### config.mk
export PLATFORM = sky130hd
export DESIGN_NAME = decode_opc_queue
export DESIGN_NICKNAME = d
export VERILOG_FILES = /design/src/rtl/decode_opc_queue_pkg.sv /design/src/rtl/decode_opc_queue_lookup.sv /design/src/rtl/decode_opc_queue.sv
export SDC_FILE = /design/constraint.sdc
export NUM_CORES = 1
export LEC_CHECK = 0
export BUFFER_PORTS_ARGS = -buffer_cell sky130_fd_sc_hd__buf_2
export CELL_PAD_IN_SITES_DETAIL_PLACEMENT = 1
export CELL_PAD_IN_SITES_GLOBAL_PLACEMENT = 1
export CORE_MARGIN = 4
export CORE_UTILIZATION = 39
export CTS_CLUSTER_SIZE = 25
export DETAILED_ROUTE_END_ITERATION = 7
export PLACE_DENSITY_LB_ADDON = 0.2
export SETUP_SLACK_MARGIN = 0.1
export SYNTH_ARGS = -nofsm -noshare
export SYNTH_HDL_FRONTEND = slang
export SYNTH_HIERARCHICAL = 1
export SYNTH_SLANG_ARGS = --single-unit
### constraint.sdc
create_clock -name clk -period 2.7 [get_ports clk]
set_clock_uncertainty 0.2 [all_clocks]
set_input_delay 0.135 -clock clk [delete_from_list [all_inputs] [get_ports clk]]
set_output_delay 0.135 -clock clk [all_outputs]
set_load 0.03 [all_outputs]
### src/rtl/decode_opc_queue_pkg.sv
// Shared types and encodings for the buffered opcode decoder: command and
// operand-form enums, flag masks and the 24-bit decoded record layout.
package decode_opc_queue_pkg;

   localparam int unsigned DECODE_REC_W = 24;

   typedef enum logic [6:0] {
      OPC_INVALID = 7'd0,
      OPC_ADD     = 7'd1,
      OPC_OR      = 7'd2,
      OPC_AND     = 7'd3,
      OPC_SUB     = 7'd4,
      OPC_XOR     = 7'd5,
      OPC_CMP     = 7'd6,
      OPC_PUSH    = 7'd7,
      OPC_POP     = 7'd8,
      OPC_JCC     = 7'd9,
      OPC_MOV     = 7'd10,
      OPC_XCHG    = 7'd11,
      OPC_BRANCH  = 7'd12,
      OPC_SETCC   = 7'd13,
      OPC_CMPXCHG = 7'd14,
      OPC_BTX     = 7'd15,
      OPC_CMOV    = 7'd16
   } opc_e;

   typedef enum logic [3:0] {
      FORM_NONE    = 4'd0,
      FORM_REG     = 4'd1,
      FORM_MR      = 4'd2,
      FORM_RM      = 4'd3,
      FORM_REG_IMM = 4'd4,
      FORM_RM_IMM  = 4'd5,
      FORM_REL     = 4'd6
   } form_e;

   // Flag bit masks, MSB first: imm_1byte .. source_is_sext
   localparam logic [8:0] FL_IMM1 = 9'h100;
   localparam logic [8:0] FL_REG1 = 9'h080;
   localparam logic [8:0] FL_R0   = 9'h040;
   localparam logic [8:0] FL_W0   = 9'h020;
   localparam logic [8:0] FL_R1   = 9'h010;
   localparam logic [8:0] FL_W1   = 9'h008;
   localparam logic [8:0] FL_R2   = 9'h004;
   localparam logic [8:0] FL_W2   = 9'h002;
   localparam logic [8:0] FL_SEXT = 9'h001;

   // Top bit is reserved and always zero.
   typedef struct packed {
      logic       rsvd;
      logic       illegal;
      logic [8:0] flags;
      logic [1:0] opnd_count;
      form_e      opnd_form;
      opc_e       opc;
   } dec_rec_t;

   function automatic dec_rec_t mk_rec(input opc_e opc, input form_e form,
                                       input logic [1:0] cnt, input logic [8:0] flags);
      dec_rec_t r;
      r.rsvd       = 1'b0;
      r.illegal    = (opc == OPC_INVALID);
      r.flags      = flags;
      r.opnd_count = cnt;
      r.opnd_form  = form;
      r.opc        = opc;
      return r;
   endfunction

endpackage

### src/rtl/decode_opc_queue_lookup.sv
// Combinational opcode map: masked opcode byte plus 0F-escape flag to the
// 24-bit decoded record. Unlisted keys decode to OPC_INVALID.
import decode_opc_queue_pkg::*;

module decode_opc_lookup (
   input  logic [7:0]              opc_byte,
   input  logic                    is_2byte,
   output logic [DECODE_REC_W-1:0] rec
);

   dec_rec_t r;

   always_comb begin
      r = mk_rec(OPC_INVALID, FORM_NONE, 2'd0, 9'h000);
      if (!is_2byte) begin
         case (opc_byte)
            8'h00:   r = mk_rec(OPC_ADD,    FORM_MR,      2'd2, FL_R0 | FL_W0 | FL_R1);
            8'h08:   r = mk_rec(OPC_OR,     FORM_MR,      2'd2, FL_R0 | FL_W0 | FL_R1);
            8'h20:   r = mk_rec(OPC_AND,    FORM_MR,      2'd2, FL_R0 | FL_W0 | FL_R1);
            8'h28:   r = mk_rec(OPC_SUB,    FORM_MR,      2'd2, FL_R0 | FL_W0 | FL_R1);
            8'h30:   r = mk_rec(OPC_XOR,    FORM_MR,      2'd2, FL_R0 | FL_W0 | FL_R1);
            8'h38:   r = mk_rec(OPC_CMP,    FORM_MR,      2'd2, FL_R0 | FL_R1);
            8'h50:   r = mk_rec(OPC_PUSH,   FORM_REG,     2'd1, FL_R0);
            8'h58:   r = mk_rec(OPC_POP,    FORM_REG,     2'd1, FL_W0);
            8'h70:   r = mk_rec(OPC_JCC,    FORM_REL,     2'd1, FL_IMM1 | FL_SEXT);
            8'h88:   r = mk_rec(OPC_MOV,    FORM_MR,      2'd2, FL_W0 | FL_R1);
            8'h90:   r = mk_rec(OPC_XCHG,   FORM_REG,     2'd2, FL_R0 | FL_W0 | FL_R1 | FL_W1);
            8'hB0:   r = mk_rec(OPC_MOV,    FORM_REG_IMM, 2'd2, FL_IMM1 | FL_REG1 | FL_W0);
            8'hB8:   r = mk_rec(OPC_MOV,    FORM_REG_IMM, 2'd2, FL_W0);
            8'hE8:   r = mk_rec(OPC_BRANCH, FORM_REL,     2'd1, 9'h000);
            default: r = mk_rec(OPC_INVALID, FORM_NONE,   2'd0, 9'h000);
         endcase
      end else begin
         case (opc_byte)
            8'h40:   r = mk_rec(OPC_CMOV,    FORM_RM,     2'd2, FL_W0 | FL_R1);
            8'h80:   r = mk_rec(OPC_JCC,     FORM_REL,    2'd1, 9'h000);
            8'h90:   r = mk_rec(OPC_SETCC,   FORM_RM,     2'd1, FL_REG1 | FL_W0);
            8'hB0:   r = mk_rec(OPC_CMPXCHG, FORM_MR,     2'd3,
                                FL_R0 | FL_W0 | FL_R1 | FL_R2 | FL_W2);
            8'hB8:   r = mk_rec(OPC_BTX,     FORM_RM_IMM, 2'd2, FL_IMM1 | FL_R0 | FL_W0);
            default: r = mk_rec(OPC_INVALID, FORM_NONE,   2'd0, 9'h000);
         endcase
      end
   end

   assign rec = r;

endmodule

### src/rtl/decode_opc_queue.sv
// Opcode decoder feeding a DEPTH-entry register FIFO with valid/ready on both
// sides, synchronous flush and a sticky illegal-opcode indicator.
import decode_opc_queue_pkg::*;

module decode_opc_queue #(
   parameter int unsigned INSTR_W = 88,
   parameter int unsigned DEPTH   = 4,
   parameter int unsigned CNT_W   = $clog2(DEPTH) + 1
) (
   input  logic               clk,
   input  logic               rst,
   input  logic               flush,
   input  logic               in_valid,
   output logic               in_ready,
   input  logic [INSTR_W-1:0] in_instr,
   input  logic               in_is_2byte,
   output logic               out_valid,
   input  logic               out_ready,
   output logic [6:0]         out_opc,
   output logic [3:0]         out_opnd_form,
   output logic [1:0]         out_opnd_count,
   output logic [8:0]         out_flags,
   output logic               out_illegal,
   output logic               illegal_seen,
   output logic [CNT_W-1:0]   count
);

   localparam int unsigned PTR_W = $clog2(DEPTH);

   logic [DECODE_REC_W-1:0] lookup_rec;
   dec_rec_t                wr_rec;
   dec_rec_t                head;
   dec_rec_t                mem_q [DEPTH];
   logic [PTR_W-1:0]        wr_ptr_q, rd_ptr_q;
   logic [CNT_W-1:0]        count_q;
   logic                    illegal_seen_q;
   logic                    push, pop, clear;
   logic                    unused_bits;

   // Embedded-register bits are masked so e.g. 0x50..0x57 share one record.
   decode_opc_lookup u_lookup (
      .opc_byte (in_instr[7:0] & 8'hF8),
      .is_2byte (in_is_2byte),
      .rec      (lookup_rec)
   );

   assign wr_rec = dec_rec_t'(lookup_rec);

   assign in_ready  = (count_q != CNT_W'(DEPTH)) || out_ready;
   assign out_valid = (count_q != '0);
   assign push      = in_valid && in_ready;
   assign pop       = out_valid && out_ready;
   assign clear     = rst || flush;

   always_ff @(posedge clk) begin
      if (clear) begin
         count_q        <= '0;
         wr_ptr_q       <= '0;
         rd_ptr_q       <= '0;
         illegal_seen_q <= 1'b0;
      end else begin
         if (push) begin
            wr_ptr_q <= wr_ptr_q + PTR_W'(1);
            if (wr_rec.illegal) illegal_seen_q <= 1'b1;
         end
         if (pop) rd_ptr_q <= rd_ptr_q + PTR_W'(1);
         case ({push, pop})
            2'b10:   count_q <= count_q + CNT_W'(1);
            2'b01:   count_q <= count_q - CNT_W'(1);
            default: count_q <= count_q;
         endcase
      end
   end

   always_ff @(posedge clk) begin
      if (push && !clear) mem_q[wr_ptr_q] <= wr_rec;
   end

   assign head           = mem_q[rd_ptr_q];
   assign out_opc        = head.opc;
   assign out_opnd_form  = head.opnd_form;
   assign out_opnd_count = head.opnd_count;
   assign out_flags      = head.flags;
   assign out_illegal    = head.illegal;
   assign illegal_seen   = illegal_seen_q;
   assign count          = count_q;

   assign unused_bits = ^{in_instr[INSTR_W-1:8], head.rsvd};

endmodule
==> results of run 1 <==
## metrics by stage
step           std cells  instance area, um^2  setup slack [ns]
6_report             521                 5440             0.114
5_1_grt              521                 5440            0.0150
4_1_cts              521                 5440             0.113
3_5_place_dp         499                 5090             0.121
3_3_place_gp         499                 5090             0.166
2_1_floorplan        325                 4760            0.0286
## final cells by class
class / count / area (um^2) / share of cell area, %
sequential: 102 / 2970 / 54.6
multi-input combinational: 189 / 1590 / 29.3
timing repair buffer: 59 / 358 / 6.58
clock buffer: 12 / 246 / 4.53
tap: 143 / 179 / 3.29
clock inverter: 4 / 47.5 / 0.874
inverter: 12 / 45.0 / 0.828
## sequential cells by signal, summed over array words and instances, names as in the netlist, named ones only
signal        count
count             3
illegal_seen      1
mem_q            92
rd_ptr_q          2
wr_ptr_q          2
## power by group
group          switching, W  total (W)  leakage (nW)  internal, W
clock              0.000533    0.00127         0.143     0.000741
sequential       0.00000587    0.00172          1.01      0.00171
combinational      0.000143   0.000219         0.822    0.0000762
## final timing paths
| check | start | endpoint | slack [ns] | depth (start not counted) |
|---|---|---|---|---|
| setup / recovery | count[0] | count[2] | 0.11 | 9 |
| hold / removal | out_ready | illegal_seen | 0.05 | 4 |
| setup reg to reg | count[0] | count[2] | 0.11 | 9 |
| hold reg to reg | illegal_seen | illegal_seen | 0.29 | 2 |
## repair_timing
action | 4_1_cts | 5_1_grt
setup endpoints to repair | 1 | 1
pin swaps | 1 | 0
setup buffers | 1 | 0
hold buffers | 5 | 0
hold endpoints to repair | 8 | 0
## per-layer routing
metal / share of wire (%) / track usage, % / vias to the layer above
li1: - / - / 1332
met1: 46 / 21.8 / 1485
met2: 49 / 24.7 / 59
met3: 3.2 / 2.69 / 12
met4: 2.1 / 6.15 / 0
met5: 0 / 0 / -
## worst max-delay path, stage by stage, from the launching register on
cell and delay, ns:
dfxtp_4 0.37, or4b_4 0.56, and2_4 0.18, inv_1 0.06
ha_2 0.18, inv_1 0.05, fa_2 0.33, xor2_1 0.16
or3_1 0.31, a21oi_1 0.12
## cell usage in the layout, fill, tap and decap left out, drive strengths merged, types with 3 or more instances in the layout
cell	instances
nor2	24
nor3	4
and3	4
o31ai	5
or3	5
clkinv	3
dfxtp	10
o32ai	3
clkbuf	12
buf	54
o22ai	3
o21ai	17
edfxtp	92
conb	12
dlygate4sd3	5
or4	3
inv	11
nand2b	3
ha	5
xor2	3
mux4	23
nor2b	3
nand2	18
a21oi	12
nand4	3
==> results.py, run 1 <==
metrics = {
    "clock_network": {
        "cts_buffers": 9,
        "insertion_delay_ns": 0.34,
        "cts-htree-levels": 3,
        "cts_tree": "done",
        "clock_path_buffers": 2,
        "cts_root_buffer": "clkbuf_16",
        "cts_resized": 0,
        "path_clk_slew_ns": 0.06,
        "clkSinkCount": 102,
    },
    "die": {
        "boundaryPins": 123,
        "start_util_pct": 40.6,
        "rows": 39,
        "core_area_um2": 11600,
        "die_h_um": 118,
        "dieArea_um2": 13900,
        "die_width_um": 118,
    },
    "timing": {
        "slew_headroom_pct": 51.4,
        "fin_crit_sh_pct": 95.8,
        "worstMarginPinSlew_ns": 0.724,
        "setup_viol_count_final": 0,
        "grt_setup_unrepaired": "yes",
        "fin_hold_ws_ns": 0.0466,
        "slew_viol_final": 0,
        "setup_tns_ns": 0,
        "hold_violations": 0,
        "max_freq_mhz": 387,
        "period_needed_ns": 2.59,
    },
    "logic_synthesis": {
        "avgSynthCellArea_um2": 15.0,
        "synthesis.area_um2": 4710,
        "yosys_warnings": 6,
        "netlist_instances": 315,
    },
    "drt": {
        "viasPerCell": 5.54,
        "drt_pass1_iterations": 4,
        "vias": 2888,
        "drt_iter0_drc": 194,
        "drtAntennaViolNets": 0,
        "wl_per_cell_um": 19.7,
        "routed_wl_um": 10300,
        "drc": 0,
    },
    "layout": {
        "fillCellCount": 1181,
        "drive_above_1_share_pct": 29.9,
        "syn2layout_area_growth_pct": 15.5,
        "fin_util_pct": 46.8,
        "num_antenna_cells": 0,
        "final_nets": 473,
    },
    "global_route": {
        "grt_overflow": 0,
        "grt_max_degree": 26,
        "grt_pass1_wl_um": 17100,
        "antenna_found_initial": 0,
        "grt_pass1_vias": 3038,
        "track_usage_pct": 15.7,
    },
    "placement": {
        "routabilityCongestion": 0.904,
        "hpwlAfterDp_um": 6770,
        "port_buffers": 39,
    },
    "setup_path": {
        "worstSetupPathType": "flop to flop",
        "crit_path_max_fanout": 7,
        "start_kind": "flop",
        "worstPathRequired_ns": 2.77,
        "end_kind": "flop",
        "worstPathArrival_ns": 2.66,
    },
    "pwr": {
        "ir_worst_vdd_uv": 328,
        "leakage_nw": 1.98,
        "p_total_w": 0.00321,
        "power_density_nw_per_um2": 591,
    },
    "worst_hold_path": {
        "hold_path_class": "input port to flop",
    },
    "run_status": {
        "status": "completed",
    },
    "run": {
        "drv_cap": 0,
    },
}
(Power assumes the default switching activity.)
==> run 2, diff against run 1 <==
- RECOVER_POWER: default -> 50
==> results.py, run 2 (synthesis gave the netlist of run 1 again) <==
metrics = {
    "run_status": {
        "status": "completed",
    },
    "layout": {
        "num_antenna_cells": 0,
        "mostFrequentLayoutCells": "92 x edfxtp_1, 31 x buf_2, 24 x nor2_1, 23 x mux4_2, 18 x nand2_1",
        "seq_area_um2": 2970,
        "instances_no_fill": 521,
        "syn2layout_area_growth_pct": 14.4,
        "layout_commonest_cell": "edfxtp_1",
        "multiInputGateArea_um2": 1580,
        "largest_register": "mem_q",
        "final_nets": 473,
        "largest_reg_flops": 92,
        "drive_above_1_share_pct": 25.7,
        "fillCellCount": 1194,
    },
    "setup_path": {
        "crit_path_max_fanout": 7,
        "r2r-start": "count[0]",
        "worst-path-stages": 9,
        "path_buf_inv": 2,
        "start_kind": "flop",
        "crit_slowest_cell": "or4b_4",
        "worstPathRequired_ns": 2.77,
        "crit_start": "count[0]",
        "reg2reg_to": "count[2]",
        "slowest_delay_ns": 0.56,
        "endpoint": "count[2]",
        "path_cells": "or4b_4 -> and2_4 -> inv_1 -> ha_2 -> inv_1 -> fa_2 -> xor2_1 -> or3_1 -> a21oi_1",
        "worstPathArrival_ns": 2.66,
        "end_kind": "flop",
        "crit_top_cell": "inv_1",
        "reg2reg_setup_slack_ns": 0.11,
        "reg2reg_depth": 9,
        "cp_top_family": "simple AND/OR/NAND/NOR gates",
        "worstSetupPathType": "flop to flop",
    },
    "drt": {
        "drtAntennaViolNets": 0,
        "drt_iter0_drc": 201,
        "viasPerCell": 5.53,
        "drt_pass1_iterations": 4,
        "vias": 2879,
        "routed_wl_um": 10200,
        "wl_per_cell_um": 19.6,
        "drc": 0,
    },
    "timing": {
        "grt_setup_unrepaired": "yes",
        "setup_viol_count_final": 0,
        "setup_tns_ns": 0,
        "slew_viol_final": 0,
        "worstMarginPinSlew_ns": 0.807,
        "period_needed_ns": 2.59,
        "hold_violations": 0,
        "max_freq_mhz": 386,
        "fin_crit_sh_pct": 95.8,
        "slew_headroom_pct": 46.2,
    },
    "clock_network": {
        "cts_buffers": 9,
        "insertion_delay_ns": 0.34,
        "cts_tree": "done",
        "cts_root_buffer": "clkbuf_16",
        "clkSinkCount": 102,
        "path_clk_slew_ns": 0.06,
        "cts-htree-levels": 3,
        "cts_resized": 0,
        "clock_path_buffers": 2,
    },
    "die": {
        "die_h_um": 118,
        "rows": 39,
        "core_area_um2": 11600,
        "dieArea_um2": 13900,
        "die_width_um": 118,
        "boundaryPins": 123,
        "start_util_pct": 40.6,
    },
    "global_route": {
        "grt_pass1_vias": 3038,
        "track_usage_pct": 15.7,
        "grt_max_degree": 26,
        "antenna_found_initial": 0,
        "grt_pass1_wl_um": 17100,
        "grt_overflow": 0,
    },
    "pwr": {
        "p_total_w": 0.00321,
        "ir_worst_vdd_uv": 328,
        "power_density_nw_per_um2": 595,
        "leakage_nw": 1.92,
    },
    "run": {
        "drv_cap": 0,
    },
    "placement": {
        "routabilityCongestion": 0.904,
        "dp_cells": 499,
        "hpwlAfterDp_um": 6770,
        "port_buffers": 39,
    },
    "worst_hold_path": {
        "hold_path_class": "input port to flop",
    },
}
[run 2: changes by cell type in the layout (fill, tap and decap cells not counted), moves of 3 or more]
cell	delta
buf_2	-8
clkbuf_1	+12
buf_4	-7
clkbuf_2	+3
[run 2: timing repair]
| item | 4_1_cts | 5_1_grt |
|---|---|---|
| hold buffers | 5 | 0 |
| setup endpoints to repair | 1 | 1 |
| endpoints found under the hold margin | 8 | 0 |
| buffers inserted | 1 | 0 |
| pin swaps | 1 | 0 |
[run 2: per-layer routing]
layer | vias to the layer above | routed length, um | track usage, %
met3 | 12 | 356 | 2.69
met1 | 1482 | 4670 | 21.8
met4 | 0 | 210 | 6.15
met2 | 48 | 4990 | 24.7
met5 | - | 0 | 0
li1 | 1337 | - | -
[run 2: where the power goes]
| group | switching, W | total, W | internal, W |
|---|---|---|---|
| Combinational | 0.000142 | 0.000214 | 0.0000722 |
| Sequential | 0.00000603 | 0.00172 | 0.00171 |
| Clock | 0.000533 | 0.00127 | 0.000741 |
| Total | 0.000681 | 0.00321 | 0.00253 |
[run 2: area by class of cell]
| class | count | share of cell area [%] |
|---|---|---|
| clock buffers | 12 | 4.57 |
| clock inverters | 4 | 0.882 |
| inverters | 12 | 0.836 |
| multi-input cells | 189 | 29.2 |
| flip-flops and latches | 102 | 55.1 |
| well taps | 143 | 3.32 |
| repair buffers | 59 | 6.04 |
[run 2: worst register-to-register path, cell delays in order, from the launching register on]
cell     delay (ns)
dfxtp_4        0.37
or4b_4         0.56
and2_4         0.19
inv_1          0.06
ha_2           0.18
inv_1          0.05
fa_2           0.33
xor2_1         0.16
or3_1          0.31
a21oi_1        0.12
[run 2: how the worst min path moves through the flow]
stage,startpoint,endpoint,slack [ns],cells after the start
global route,out_ready,illegal_seen,0.07,4
detailed placement,in_valid,illegal_seen,0.24,3
global placement,in_valid,illegal_seen,0.21,3
finish,out_ready,illegal_seen,0.05,4
floorplan,in_valid,illegal_seen,0.09,2
CTS,out_ready,illegal_seen,0.04,4
[run 2: metrics by stage]
stage | hold WS, ns | util, % | instance area (um^2) | worst slack, ns
6_report | 0.0496 | 46.4 | 5390 | 0.113
5_1_grt | 0.0654 | 46.4 | 5390 | 0.0145
4_1_cts | 0.0374 | 46.8 | 5440 | 0.113
2_1_floorplan | 0.0922 | - | 4760 | 0.0286
3_3_place_gp | 0.209 | 43.8 | 5090 | 0.166
3_5_place_dp | 0.242 | 43.8 | 5090 | 0.121
==> run 3, diff against run 2 <==
- CORE_UTILIZATION: 39 -> 40
- CTS_BUF_LIST: default -> sky130_fd_sc_hd__clkbuf_8
==> results.py, run 3 (synthesis gave the netlist of run 1 again) <==
metrics = {
    "setup_path": {
        "path_buf_inv": 2,
        "start_kind": "flop",
        "crit_start": "count[0]",
        "crit_slowest_cell": "or4b_4",
        "reg2reg_depth": 9,
        "worstSetupPathType": "flop to flop",
        "worstPathArrival_ns": 2.64,
        "cp_top_family": "simple AND/OR/NAND/NOR gates",
        "reg2reg_to": "count[2]",
        "reg2reg_setup_slack_ns": 0.15,
        "crit_path_max_fanout": 7,
        "r2r-start": "count[0]",
        "slowest_delay_ns": 0.55,
        "path_cells": "or4b_4 -> and2_4 -> inv_1 -> ha_2 -> inv_1 -> fa_2 -> xor2_1 -> or3_1 -> a21oi_1",
        "worstPathRequired_ns": 2.79,
        "end_kind": "flop",
        "crit_top_cell": "inv_1",
    },
    "layout": {
        "layout_commonest_cell": "edfxtp_1",
        "largest_register": "mem_q",
        "multiInputGateArea_um2": 1570,
        "drive_above_1_share_pct": 24.6,
        "syn2layout_area_growth_pct": 12.2,
        "final_nets": 473,
        "num_antenna_cells": 0,
        "seq_area_um2": 2970,
        "mostFrequentLayoutCells": "92 x edfxtp_1, 32 x buf_2, 24 x nor2_1, 23 x mux4_2, 18 x nand2_1",
        "fillCellCount": 1167,
        "largest_reg_flops": 92,
        "instances_no_fill": 521,
    },
    "drt": {
        "wl_per_cell_um": 19.3,
        "viasPerCell": 5.54,
        "vias": 2887,
        "routed_wl_um": 10000,
        "drt_iter0_drc": 277,
        "drc": 0,
        "drt_pass1_iterations": 4,
        "drtAntennaViolNets": 0,
    },
    "global_route": {
        "track_usage_pct": 15.7,
        "grt_pass1_vias": 2862,
        "grt.busiest_layer": "met2",
        "grt_overflow": 0,
        "antenna_found_initial": 0,
        "grt_max_degree": 26,
        "use_met2_pct": 25.4,
        "grt_pass1_wl_um": 15900,
        "grt_use_met3_pct": 3.32,
        "met1_usage_pct": 21.6,
    },
    "timing": {
        "max_freq_mhz": 392,
        "fin_crit_sh_pct": 94.5,
        "setup_tns_ns": 0,
        "worstMarginPinSlew_ns": 0.812,
        "slew_viol_final": 0,
        "slew_headroom_pct": 45.2,
        "hold_violations": 0,
        "setup_viol_count_final": 0,
        "grt_setup_unrepaired": "yes",
        "period_needed_ns": 2.55,
    },
    "die": {
        "core_area_um2": 11500,
        "die_width_um": 117,
        "dieArea_um2": 13600,
        "die_h_um": 117,
        "boundaryPins": 123,
        "start_util_pct": 41.1,
        "rows": 39,
    },
    "placement": {
        "routabilityCongestion": 0.891,
        "hpwlAfterDp_um": 6630,
        "port_buffers": 39,
        "dp_cells": 498,
    },
    "clock_network": {
        "insertion_delay_ns": 0.36,
        "cts_buffers": 9,
        "clock_path_buffers": 2,
        "path_clk_slew_ns": 0.09,
        "clkSinkCount": 102,
        "cts_tree": "done",
        "cts-htree-levels": 3,
        "cts_root_buffer": "clkbuf_8",
    },
    "pwr": {
        "p_total_w": 0.00285,
        "power_density_nw_per_um2": 539,
        "ir_worst_vdd_uv": 240,
        "leakage_nw": 1.89,
    },
    "worst_hold_path": {
        "hold_path_class": "input port to flop",
        "hold_depth": 4,
        "hp-start": "out_ready",
    },
    "run_status": {
        "status": "completed",
    },
    "run": {
        "drv_cap": 0,
    },
}
==> run 3: power by group <==
group | switching (W) | internal, W
combinational | 0.000141 | 0.0000720
clock | 0.000476 | 0.000446
sequential | 0.00000581 | 0.00171
==> run 3: final cells by class <==
type,instances,area share [%]
multi-input cells,189,29.7
clock inverters,6,1.04
well taps,143,3.38
clock buffers,10,2.60
inverters,12,0.852
flip-flops and latches,102,56.1
repair buffers,59,6.32
==> run 3: worst max path at each step <==
stage / endpoint / cells after the start
finish: count[2] / 9
global route: count[2] / 9
CTS: count[2] / 9
detailed placement: count[2] / 9
global placement: count[2] / 9
floorplan: count[2] / 10
==> run 3: through the flow <==
step / util [%] / instance area (um^2) / hold WS [ns] / setup WS, ns
after detailed placement: 44.3 / 5080 / 0.235 / 0.122
after global routing: 46.1 / 5290 / 0.0439 / 0.0465
after CTS: 46.5 / 5330 / 0.0166 / 0.104
after global placement: 44.3 / 5080 / 0.227 / 0.173
final: 46.1 / 5290 / 0.0294 / 0.147
after floorplan: - / 4760 / 0.0922 / 0.0286
==> run 3: timing repair <==
item                                   CTS  global route
endpoints found under the hold margin   10             0
hold buffers                             6             0
setup endpoints to repair                0             2
buffers inserted                         0             1
gates resized for setup                  0             1
==> run 3: worst min-delay path: cells and delay by family <==
| family | cells | cell delay (ns) |
|---|---|---|
| AOI/OAI and AO/OA | 1 | 0.12 |
| buffers and inverters | 1 | 0.11 |
| and+or+nand+nor | 1 | 0.10 |
| xor gates and xnor gates | 1 | 0.08 |
==> run 3: layer usage <==
metal	vias up	wire (um)	part of all wire [%]
met5	-	0	0
met4	0	120	1.2
met3	7	351	3.5
met2	51	4860	48
met1	1491	4710	47
li1	1338	-	-
